### src/rtl/lsu_pkg.sv
// Shared types and constants for the load/store unit.
package lsu_pkg;

  localparam int XLEN   = 32;
  localparam int BYTE_W = 8;
  localparam int LANES  = XLEN / BYTE_W;

  localparam logic [2:0] F3_LB  = 3'b000;
  localparam logic [2:0] F3_LH  = 3'b001;
  localparam logic [2:0] F3_LW  = 3'b010;
  localparam logic [2:0] F3_LBU = 3'b100;
  localparam logic [2:0] F3_LHU = 3'b101;
  localparam logic [2:0] F3_SB  = 3'b000;
  localparam logic [2:0] F3_SH  = 3'b001;
  localparam logic [2:0] F3_SW  = 3'b010;

  typedef enum logic [2:0] {
    S_IDLE,
    S_READ,
    S_CAPTURE,
    S_RMW_READ,
    S_RMW_WRITE,
    S_WRITE,
    S_DONE
  } lsu_state_t;

  typedef struct packed {
    logic            we;
    logic [2:0]      funct3;
    logic [XLEN-1:0] addr;
    logic [XLEN-1:0] wdata;
  } lsu_req_t;

endpackage

### src/rtl/lsu_if.sv
// Core request/response channel plus data RAM port.
interface lsu_if #(
  parameter int ADDR_WIDTH = 8
);
  logic                  req_valid;
  logic                  req_ready;
  logic                  req_we;
  logic [2:0]            req_funct3;
  logic [31:0]           req_addr;
  logic [31:0]           req_wdata;
  logic                  resp_valid;
  logic [31:0]           resp_rdata;
  logic                  resp_err;
  logic                  mem_ren;
  logic [ADDR_WIDTH-1:0] mem_raddr;
  logic [31:0]           mem_rdata;
  logic                  mem_wen;
  logic [ADDR_WIDTH-1:0] mem_waddr;
  logic [31:0]           mem_wdata;

  modport slave (
    input  req_valid, req_we, req_funct3,
    input  req_addr, req_wdata, mem_rdata,
    output req_ready, resp_valid, resp_rdata,
    output resp_err, mem_ren, mem_raddr,
    output mem_wen, mem_waddr, mem_wdata
  );

  modport master (
    output req_valid, req_we, req_funct3,
    output req_addr, req_wdata, mem_rdata,
    input  req_ready, resp_valid, resp_rdata,
    input  resp_err, mem_ren, mem_raddr,
    input  mem_wen, mem_waddr, mem_wdata
  );
endinterface

### src/rtl/lsu_align.sv
// Lane extract/extend for loads, lane merge for stores,
// and misalignment / illegal funct3 detection.
module lsu_align
  import lsu_pkg::*;
(
  input  logic            we,
  input  logic [2:0]      funct3,
  input  logic [1:0]      addr_lo,
  input  logic [XLEN-1:0] wdata,
  input  logic [XLEN-1:0] rdata,
  output logic [XLEN-1:0] load_data,
  output logic [XLEN-1:0] store_data,
  output logic            err
);

  logic [XLEN-1:0]  shifted;
  logic [XLEN-1:0]  lane;
  logic [LANES-1:0] be;
  logic             mis_h;
  logic             mis_w;
  logic             bad_f3;

  always_comb begin
    shifted   = rdata >> {addr_lo, 3'b000};
    load_data = '0;
    unique case (1'b1)
      funct3 == F3_LB:
        load_data = {{24{shifted[7]}}, shifted[7:0]};
      funct3 == F3_LH:
        load_data = {{16{shifted[15]}}, shifted[15:0]};
      funct3 == F3_LW:
        load_data = shifted;
      funct3 == F3_LBU:
        load_data = {24'd0, shifted[7:0]};
      funct3 == F3_LHU:
        load_data = {16'd0, shifted[15:0]};
      default:
        load_data = '0;
    endcase
  end

  // Replicate the store operand so every enabled lane sees it
  always_comb begin
    be   = '0;
    lane = wdata;
    unique case (1'b1)
      funct3 == F3_SB: begin
        be   = 4'b0001 << addr_lo;
        lane = {4{wdata[7:0]}};
      end
      funct3 == F3_SH: begin
        be   = addr_lo[1] ? 4'b1100 : 4'b0011;
        lane = {2{wdata[15:0]}};
      end
      funct3 == F3_SW:
        be = 4'b1111;
      default:
        be = '0;
    endcase
    store_data = rdata;
    for (int k = 0; k < LANES; k++) begin
      if (be[k]) store_data[8*k +: 8] = lane[8*k +: 8];
    end
  end

  always_comb begin
    mis_h  = (funct3[1:0] == 2'b01) && addr_lo[0];
    mis_w  = (funct3[1:0] == 2'b10) && (addr_lo != 2'b00);
    bad_f3 = we ? (funct3 > 3'd2)
                : (funct3 == 3'b011 || funct3[2:1] == 2'b11);
    err    = mis_h || mis_w || bad_f3;
  end

endmodule

### src/rtl/lsu.sv
// Load/store unit: request FSM driving a word-wide synchronous RAM,
// with read-modify-write for sub-word stores.
module lsu
  import lsu_pkg::*;
#(
  parameter int ADDR_WIDTH = 8
) (
  input logic  clk,
  input logic  rst,
  lsu_if.slave bus
);

  lsu_state_t            state;
  lsu_req_t              req_q;
  logic                  idle;
  logic                  a_we;
  logic [2:0]            a_f3;
  logic [1:0]            a_lo;
  logic [XLEN-1:0]       load_data;
  logic [XLEN-1:0]       store_data;
  logic                  err;
  logic [ADDR_WIDTH-1:0] widx;
  logic                  unused_addr;

  assign idle          = (state == S_IDLE);
  assign bus.req_ready = idle;

  // Error checks look at the live request; data paths at the latched one
  assign a_we = idle ? bus.req_we : req_q.we;
  assign a_f3 = idle ? bus.req_funct3 : req_q.funct3;
  assign a_lo = idle ? bus.req_addr[1:0] : req_q.addr[1:0];

  lsu_align u_align (
    .we         (a_we),
    .funct3     (a_f3),
    .addr_lo    (a_lo),
    .wdata      (req_q.wdata),
    .rdata      (bus.mem_rdata),
    .load_data  (load_data),
    .store_data (store_data),
    .err        (err)
  );

  assign widx        = req_q.addr[ADDR_WIDTH+1:2];
  assign unused_addr = ^req_q.addr[XLEN-1:ADDR_WIDTH+2];

  always_ff @(posedge clk or posedge rst) begin
    if (rst) begin
      state          <= S_IDLE;
      req_q          <= '0;
      bus.resp_valid <= 1'b0;
      bus.resp_rdata <= '0;
      bus.resp_err   <= 1'b0;
    end else begin
      bus.resp_valid <= 1'b0;
      unique case (state)
        S_IDLE: begin
          if (bus.req_valid) begin
            req_q.we     <= bus.req_we;
            req_q.funct3 <= bus.req_funct3;
            req_q.addr   <= bus.req_addr;
            req_q.wdata  <= bus.req_wdata;
            if (err) begin
              state          <= S_DONE;
              bus.resp_valid <= 1'b1;
              bus.resp_err   <= 1'b1;
              bus.resp_rdata <= '0;
            end else if (!bus.req_we) begin
              state <= S_READ;
            end else if (bus.req_funct3 == F3_SW) begin
              state <= S_WRITE;
            end else begin
              state <= S_RMW_READ;
            end
          end
        end
        S_READ:
          state <= S_CAPTURE;
        S_CAPTURE: begin
          state          <= S_DONE;
          bus.resp_valid <= 1'b1;
          bus.resp_err   <= 1'b0;
          bus.resp_rdata <= load_data;
        end
        S_RMW_READ:
          state <= S_RMW_WRITE;
        S_RMW_WRITE, S_WRITE: begin
          state          <= S_DONE;
          bus.resp_valid <= 1'b1;
          bus.resp_err   <= 1'b0;
          bus.resp_rdata <= '0;
        end
        S_DONE:
          state <= S_IDLE;
        default:
          state <= S_IDLE;
      endcase
    end
  end

  // Decoded from state so a reset drops the write strobe at once
  always_comb begin
    bus.mem_ren   = (state == S_READ) || (state == S_RMW_READ);
    bus.mem_wen   = (state == S_WRITE) || (state == S_RMW_WRITE);
    bus.mem_raddr = bus.mem_ren ? widx : '0;
    bus.mem_waddr = bus.mem_wen ? widx : '0;
    bus.mem_wdata = bus.mem_wen ? store_data : '0;
  end

endmodule

### src/flat_wrapper.sv
// flat-port wrapper written by rule: the top's interface ports become plain ports
module lsu_flat import lsu_pkg::*;
#(
  parameter int ADDR_WIDTH = 8
)
  (clk, rst, bus_req_valid, bus_req_we, bus_req_funct3, bus_req_addr, bus_req_wdata, bus_mem_rdata, bus_req_ready, bus_resp_valid, bus_resp_rdata, bus_resp_err, bus_mem_ren, bus_mem_raddr, bus_mem_wen, bus_mem_waddr, bus_mem_wdata);
  lsu_if #(.ADDR_WIDTH(ADDR_WIDTH)) bus_i ();
  input logic clk;
  input logic rst;
  input wire logic [$bits(bus_i.req_valid)-1:0] bus_req_valid;
  input wire logic [$bits(bus_i.req_we)-1:0] bus_req_we;
  input wire logic [$bits(bus_i.req_funct3)-1:0] bus_req_funct3;
  input wire logic [$bits(bus_i.req_addr)-1:0] bus_req_addr;
  input wire logic [$bits(bus_i.req_wdata)-1:0] bus_req_wdata;
  input wire logic [$bits(bus_i.mem_rdata)-1:0] bus_mem_rdata;
  output wire logic [$bits(bus_i.req_ready)-1:0] bus_req_ready;
  output wire logic [$bits(bus_i.resp_valid)-1:0] bus_resp_valid;
  output wire logic [$bits(bus_i.resp_rdata)-1:0] bus_resp_rdata;
  output wire logic [$bits(bus_i.resp_err)-1:0] bus_resp_err;
  output wire logic [$bits(bus_i.mem_ren)-1:0] bus_mem_ren;
  output wire logic [$bits(bus_i.mem_raddr)-1:0] bus_mem_raddr;
  output wire logic [$bits(bus_i.mem_wen)-1:0] bus_mem_wen;
  output wire logic [$bits(bus_i.mem_waddr)-1:0] bus_mem_waddr;
  output wire logic [$bits(bus_i.mem_wdata)-1:0] bus_mem_wdata;
  assign bus_i.req_valid = bus_req_valid;
  assign bus_i.req_we = bus_req_we;
  assign bus_i.req_funct3 = bus_req_funct3;
  assign bus_i.req_addr = bus_req_addr;
  assign bus_i.req_wdata = bus_req_wdata;
  assign bus_i.mem_rdata = bus_mem_rdata;
  assign bus_req_ready = bus_i.req_ready;
  assign bus_resp_valid = bus_i.resp_valid;
  assign bus_resp_rdata = bus_i.resp_rdata;
  assign bus_resp_err = bus_i.resp_err;
  assign bus_mem_ren = bus_i.mem_ren;
  assign bus_mem_raddr = bus_i.mem_raddr;
  assign bus_mem_wen = bus_i.mem_wen;
  assign bus_mem_waddr = bus_i.mem_waddr;
  assign bus_mem_wdata = bus_i.mem_wdata;
  lsu #(.ADDR_WIDTH(ADDR_WIDTH)) u_core (.clk(clk), .rst(rst), .bus(bus_i));
endmodule
### config.mk
export PLATFORM = sky130hd
export DESIGN_NAME = lsu_flat
export DESIGN_NICKNAME = d
export VERILOG_FILES = /design/src/rtl/lsu_pkg.sv /design/src/rtl/lsu_if.sv /design/src/rtl/lsu_align.sv /design/src/rtl/lsu.sv /design/src/flat_wrapper.sv
export SDC_FILE = /design/constraint.sdc
export NUM_CORES = 1
export LEC_CHECK = 0
export CORE_MARGIN = 2
export CORE_UTILIZATION = 40
export CTS_CLUSTER_SIZE = 20
export DETAILED_ROUTE_END_ITERATION = 16
export HOLD_SLACK_MARGIN = 0.06
export PLACE_DENSITY = 0.75
export SYNTH_ARGS = -nofsm -noshare
export SYNTH_HDL_FRONTEND = slang
export SYNTH_SLANG_ARGS = --single-unit
### constraint.sdc
create_clock -name clk -period 3.5 [get_ports clk]
set_clock_uncertainty 0.05 [all_clocks]
set_input_delay 0.525 -clock clk [delete_from_list [all_inputs] [get_ports clk]]
set_output_delay 0.525 -clock clk [all_outputs]
set_load 0.02 [all_outputs]
* Yosys cells after proc, flatten, opt, wreduce, memory -nomap -nowiden
Cells that the tools add are included.
Storage, ports and cells: output and inout port bits 85, bits in registers 83, word-level logic and storage cells 73, input bits 103
Operators by class: eq/ne operators 16, reduce and logical (&&, ||, !) cells 17, shifts and indexed selects 2, order comparisons 1, multiplexer cells 29
Operator list (count):
- 32-bit case mux with 5 select lines | 1
- 32-bit 2-to-1 mux | 3
- 32-bit case mux with 3 select lines | 1
- 32-bit case mux with 2 select lines | 1
- 8-bit 2-to-1 mux | 6
- 32-bit by 5-bit right shift with 32-bit output | 1
- 3-bit by 2-bit == test with 1-bit output, second input constant | 5
- 3-bit 2-to-1 mux | 5
- 3-bit == test, second input constant | 4
- 3-bit case mux with 4 select lines | 1
- 4-bit case mux with 3 select lines | 1
- 3-bit by 1-bit == test with 1-bit output, second input constant | 2
- 3-bit zero test | 2
- 1-bit 2-to-1 mux | 6
- 3-bit AND reduction | 2
- 1-bit logical OR | 5
- 2-bit == test, second input constant | 2
- 4-bit 2-to-1 mux | 1
- 2-bit inequality test, second input constant | 2
- 1-bit case mux with 2 select lines | 2
- 2-bit nonzero test | 2
- 1-bit by 2-bit left shift with 4-bit output, first input constant | 1
- 3-bit by 2-bit greater-than comparator with 1-bit output, second input constant | 1
- 3-bit nonzero test | 1
- 6 further kinds | 7

* Logic depth before layout (Yosys ltp)
depth in word-level cells 9, gate-level depth with buffers 9, gate-level depth less buffers 5

* Cells and area by module
From an unflattened synthesis, not the netlist that was laid out.
Unflattened totals: cell total of the unflattened synthesis 499, area total of the unflattened synthesis 5220.0 µm²
Modules (own cells, without submodules):
- lsu | seq. area each 2077.0 µm², instances 1, area an instance 3567.2 µm², cells each 257
- lsu_align | seq. area each 0.0 µm², instances 1, area an instance 1652.8 µm², cells each 242

* Least setup slack after synthesis
OpenSTA, ideal clock, no wires.
path kind register to output, from register u_core.state[2], to output port bus_mem_wdata[0], cell stages (with the launch flop) 8, buffers on the path 2, data required time 2.925 ns, data arrival time 2.160 ns, slack 0.765 ns, path through dfrtp_1 buf_6 nor3_4 buf_8 mux2i_2 o21a_1 o21ai_0 a21boi_0
Between the ends: longest elaborated chain between the ends 6, elaborated cells between the ends (all ways) 14, those cells by class 4 x eq/ne; 1 x shift; 6 x mux; 3 x reduce/logical
Ends and longest elaborated chain:
- start, declared | line lsu.sv:13 | lsu_state_t state;
- start signal, assigned | line lsu.sv:49 | state <= S_IDLE;
- start signal, assigned | line lsu.sv:64 | state <= S_DONE;
- start signal, assigned | line lsu.sv:69 | state <= S_READ;
- 3-bit zero test | line lsu.sv:25 | assign idle = (state == S_IDLE);
- 3-bit 2-to-1 mux / 2-bit 2-to-1 mux (equally long branches) | line lsu.sv:30, lsu.sv:31
- 3-bit by 2-bit == test with 1-bit output, or another cell as far along | line lsu_align.sv:55 | funct3 == F3_SW:
- 4-bit case mux with 3 select lines | line lsu_align.sv:46 | unique case (1'b1)
- 8-bit 2-to-1 mux | line lsu_align.sv:62 | if (be[k]) store_data[8*k +: 8] = lane[8*k +: 8];
- 32-bit 2-to-1 mux * | line lsu.sv:107 | bus.mem_wdata = bus.mem_wen ? store_data : '0;
- end, declared | line flat_wrapper.sv:24 | output wire logic [$bits(bus_i.mem_wdata)-1:0] bus_mem_wdata;
Mark *: on every way between the ends. The rest lies on a longest branch, timed or not.

* Worst setup path in the final report
from register u_core.state[0], to output port bus_mem_wdata[30]
Between the ends: longest elaborated chain between the ends 6, elaborated cells between the ends (all ways) 15, those cells by class 4 x eq/ne; 1 x shift; 7 x mux; 3 x reduce/logical
Ends and longest elaborated chain (line):
- 3-bit zero test | lsu.sv:25
- 3-bit 2-to-1 mux / 2-bit 2-to-1 mux (equally long branches) | lsu.sv:30, lsu.sv:31
- 3-bit by 2-bit == test with 1-bit output, or another cell as far along | lsu_align.sv:55
- 4-bit case mux with 3 select lines / 32-bit case mux with 2 select lines (equally long branches) | lsu_align.sv:46
- 8-bit 2-to-1 mux | lsu_align.sv:62
- 32-bit 2-to-1 mux * | lsu.sv:107
Marks and branches as above.

==> metrics list <==
- TritonCTS created 9 clock buffers.
- Clock tree from TritonCTS: built
- Power density over the cells: 948 mW/mm^2
- Worst skew pair latency: 0.34 ns
- For this run the aggregate overflow at the end of global routing stands at 0.
- In the routed layout, each cell is associated on average with a via count of 5.73.
- First DRT Iteration DRCs: 416
* Die area: 0.0136 mm^2
- Final #Nets: 742
* EDFF count, synth: 0
- Std cell rows: 41
- Hold/Removal Path Class: flop to flop
* CTS root buf: sky130_fd_sc_hd__clkbuf_16
- Timing-limited maximum frequency: 293 MHz
- Headroom to the max-slew limit: 30.7%
- The number of pins exceeding their max-slew limit in the final report was 0.
* Area growth from synthesis to layout: 43.3%
- The initial antenna violation count came to 1.
- The flow ran to the end, and the final reports show no timing, DRC or antenna violations.
* #FFs+latches synth: 83
* Most used flip-flop cell after synthesis: sky130_fd_sc_hd__dfrtp_1
- Yosys mapped the design onto 48 distinct sky130hd cell types.
- The cell count after synthesis came out at 478.
- The top cell type by area accounts for 40.9% of the synthesized area.
- N_diodes: 0
* DRC: 0
* Fin worst setup slack: 0.0872 ns
* Syn nets: 581
- After detailed routing, the average wire length per cell comes to 20.1 um.
- Setup violations remaining at the end of the flow were counted as 0.
- Setup total negative slack on the finished layout was measured at 0 ns.
- In this run the horizontal extent of the chip is 117 um.
* Final Cycle Share: 97.5%
- DR vias: 4673
* Finished Layout Cells: 816
* Startpoint type of the worst setup path: flop
* Ports: 188
- Cells with a size suffix above 1 make up 19.6% of the layout.
- Counting instances in the post-synthesis netlist gives the leading cell types as sky130_fd_sc_hd__dfrtp_1, sky130_fd_sc_hd__mux2_2, sky130_fd_sc_hd__nand3_1.
- The analysis attributes to cell leakage a power of 0.00343 uW.
- CTS H-tree lvls: 3
* Number of endpoints with negative hold slack in the final report: 0
- Across the VDD grid, the largest voltage drop is 405 uV.
* Synth area leaders: sky130_fd_sc_hd__dfrtp_1, sky130_fd_sc_hd__mux2_2, sky130_fd_sc_hd__mux2i_1, sky130_fd_sc_hd__o211a_1, sky130_fd_sc_hd__nand3_1
- Smallest hold slack: 0.454 ns
- At the pin with the least slew margin, the transition time is 1.04 ns.
- The Yosys step of the flow raised 0 warnings.
* HPWL reported at the end of detailed placement: 12500 um
- Sinks on Clock Net: 83
- The die is 117 um tall.
* Worst-path clk slew: 0.06 ns
- Summing the sequential cell areas from Yosys gives 40.9% of the chip area.
* Mean area per synthesized cell: 10.6 um^2
- The smallest clock period supported by the final layout is computed as 3.41 ns.
- Global routing used 23.7% of the available tracks.
- Largest net degree at the start of global routing: 58
- Placement Setup Slack: 0.0881 ns
* Global placer's final weighted congestion: 0.893
* Most instantiated library cell after synthesis: sky130_fd_sc_hd__dfrtp_1
* ANT nets after route: 0
- The number of global-route vias before repair came to 4464.
* Clock buffer depth: 2
* Detailed Routing Iterations Pass 1: 5
- For this run, asynchronously set or reset flops after synthesis account for 100%.
* Setup CP Type: flop to primary output
* Standard cell core area: 0.0125 mm^2
* Number of cells after detailed placement: 799
- Data required, critical path: 2.92 ns
* Cell area after synthesis: 0.00508 mm^2
- The first global-routing pass estimated 24600 um of wire.
- Data arrival, critical path: 2.84 ns
* Buffers on Ports: 165
* MaxCap Viol Count: 0
- STA classifies the critical path endpoint as a primary output.
- The final layout contains routed wiring with a total length of 16400 um.
- Once the floorplan was initialized, standard cells occupied 40.6% of the core.
* CTS hold repair buffers: 0
- Peak fanout along the critical path: 22
* Library cell occupying the most area in the post-synthesis netlist: sky130_fd_sc_hd__dfrtp_1
* Final cell utilization of the core: 58.1%
## layout make-up
type	count	area [um^2]
Clock buffer	9	225
Multi-Input combinational cell	352	2800
Clock inverter	7	57.6
Tap cell	172	215
Inverter	3	12.5
Fill cell	1097	5240
Timing Repair Buffer	190	1890
Sequential cell	83	2080
## final timing paths
kind | cells after the start | slack (ns) | from | end
min in group asynchronous | 2 | 0.67 | rst | u_core.req_q[37]
min | 1 | 0.45 | u_core.bus.resp_rdata[6] | u_core.bus.resp_rdata[6]
max reg2reg | 6 | 1.11 | u_core.state[0] | u_core.bus.resp_rdata[15]
max | 7 | 0.09 | u_core.state[0] | bus_mem_wdata[30]
min reg2reg | 1 | 0.45 | u_core.bus.resp_rdata[6] | u_core.bus.resp_rdata[6]
max in group asynchronous | 3 | 1.93 | rst | u_core.bus.resp_rdata[3]
## logic make-up after synthesis
family,after synthesis,synth area share (%)
buffers and inverters,43,5.03
and+or+nand+nor,146,14.7
muxes,104,22.6
DFF,83,40.9
AOI/OAI and AO/OA,102,16.7
## metal layers
layer  part of all wire [%]  routed length, um  track usage, %  vias up
met5                      0                  0               0        -
met4                    1.6                255            7.45        0
met3                    7.3               1200            4.46       19
met2                     49               8030            38.1      229
met1                     42               6910            32.4     2312
li1                       -                  -               -     2113
## critical path, stage by stage (launching register included)
cell and delay (ns):
sky130_fd_sc_hd__dfrtp_1 0.46, sky130_fd_sc_hd__nor3_4 0.22, sky130_fd_sc_hd__buf_12 0.22, sky130_fd_sc_hd__mux2_2 0.38, sky130_fd_sc_hd__o21ai_2 0.15, sky130_fd_sc_hd__and2_2 0.27, sky130_fd_sc_hd__o211a_1 0.18, sky130_fd_sc_hd__clkdlybuf4s50_1 0.60
## per-stage QoR
stage                     instance area [um^2]  total power, uW
after floorplan                           5080             4440
after CTS                                 7220             6850
after global routing                      7280             7300
after detailed placement                  6920             5920
final                                     7280             6900
after global placement                    6920             5820
## state kept, by name, summed over array words and instances (netlist names)
name,cells
u_core.bus.resp_err,1
u_core.bus.resp_rdata,32
u_core.bus.resp_valid,1
u_core.req_q,46
u_core.state,3
## report_power, final
| part | internal [uW] | total, uW | switching, uW |
|---|---|---|---|
| Sequential | 1390 | 1820 | 425 |
| Combinational | 1990 | 4170 | 2180 |
| Clock | 491 | 907 | 417 |
| Total | 3870 | 6900 | 3020 |
## cell usage in the layout, fill, tap and decap left out, types with 11 or more instances in the layout
cell type,synthesis,routed
sky130_fd_sc_hd__dlymetal6s2s_1,0,11
sky130_fd_sc_hd__o211a_1,24,24
sky130_fd_sc_hd__clkdlybuf4s50_1,0,150
sky130_fd_sc_hd__nand2_1,46,46
sky130_fd_sc_hd__o2111ai_1,16,16
sky130_fd_sc_hd__a22oi_1,15,15
sky130_fd_sc_hd__buf_4,6,23
sky130_fd_sc_hd__mux2i_1,40,38
sky130_fd_sc_hd__and2_1,21,17
sky130_fd_sc_hd__nand3_1,47,47
sky130_fd_sc_hd__dfrtp_1,83,82
sky130_fd_sc_hd__mux2_2,57,56
sky130_fd_sc_hd__o21ai_0,11,11
## timing repair
item | CTS | global route
setup endpoints to repair | 31 | 28
gates resized for setup | 9 | 18
setup buffers | 0 | 1
Note: power is estimated with default switching activity, not from simulation.
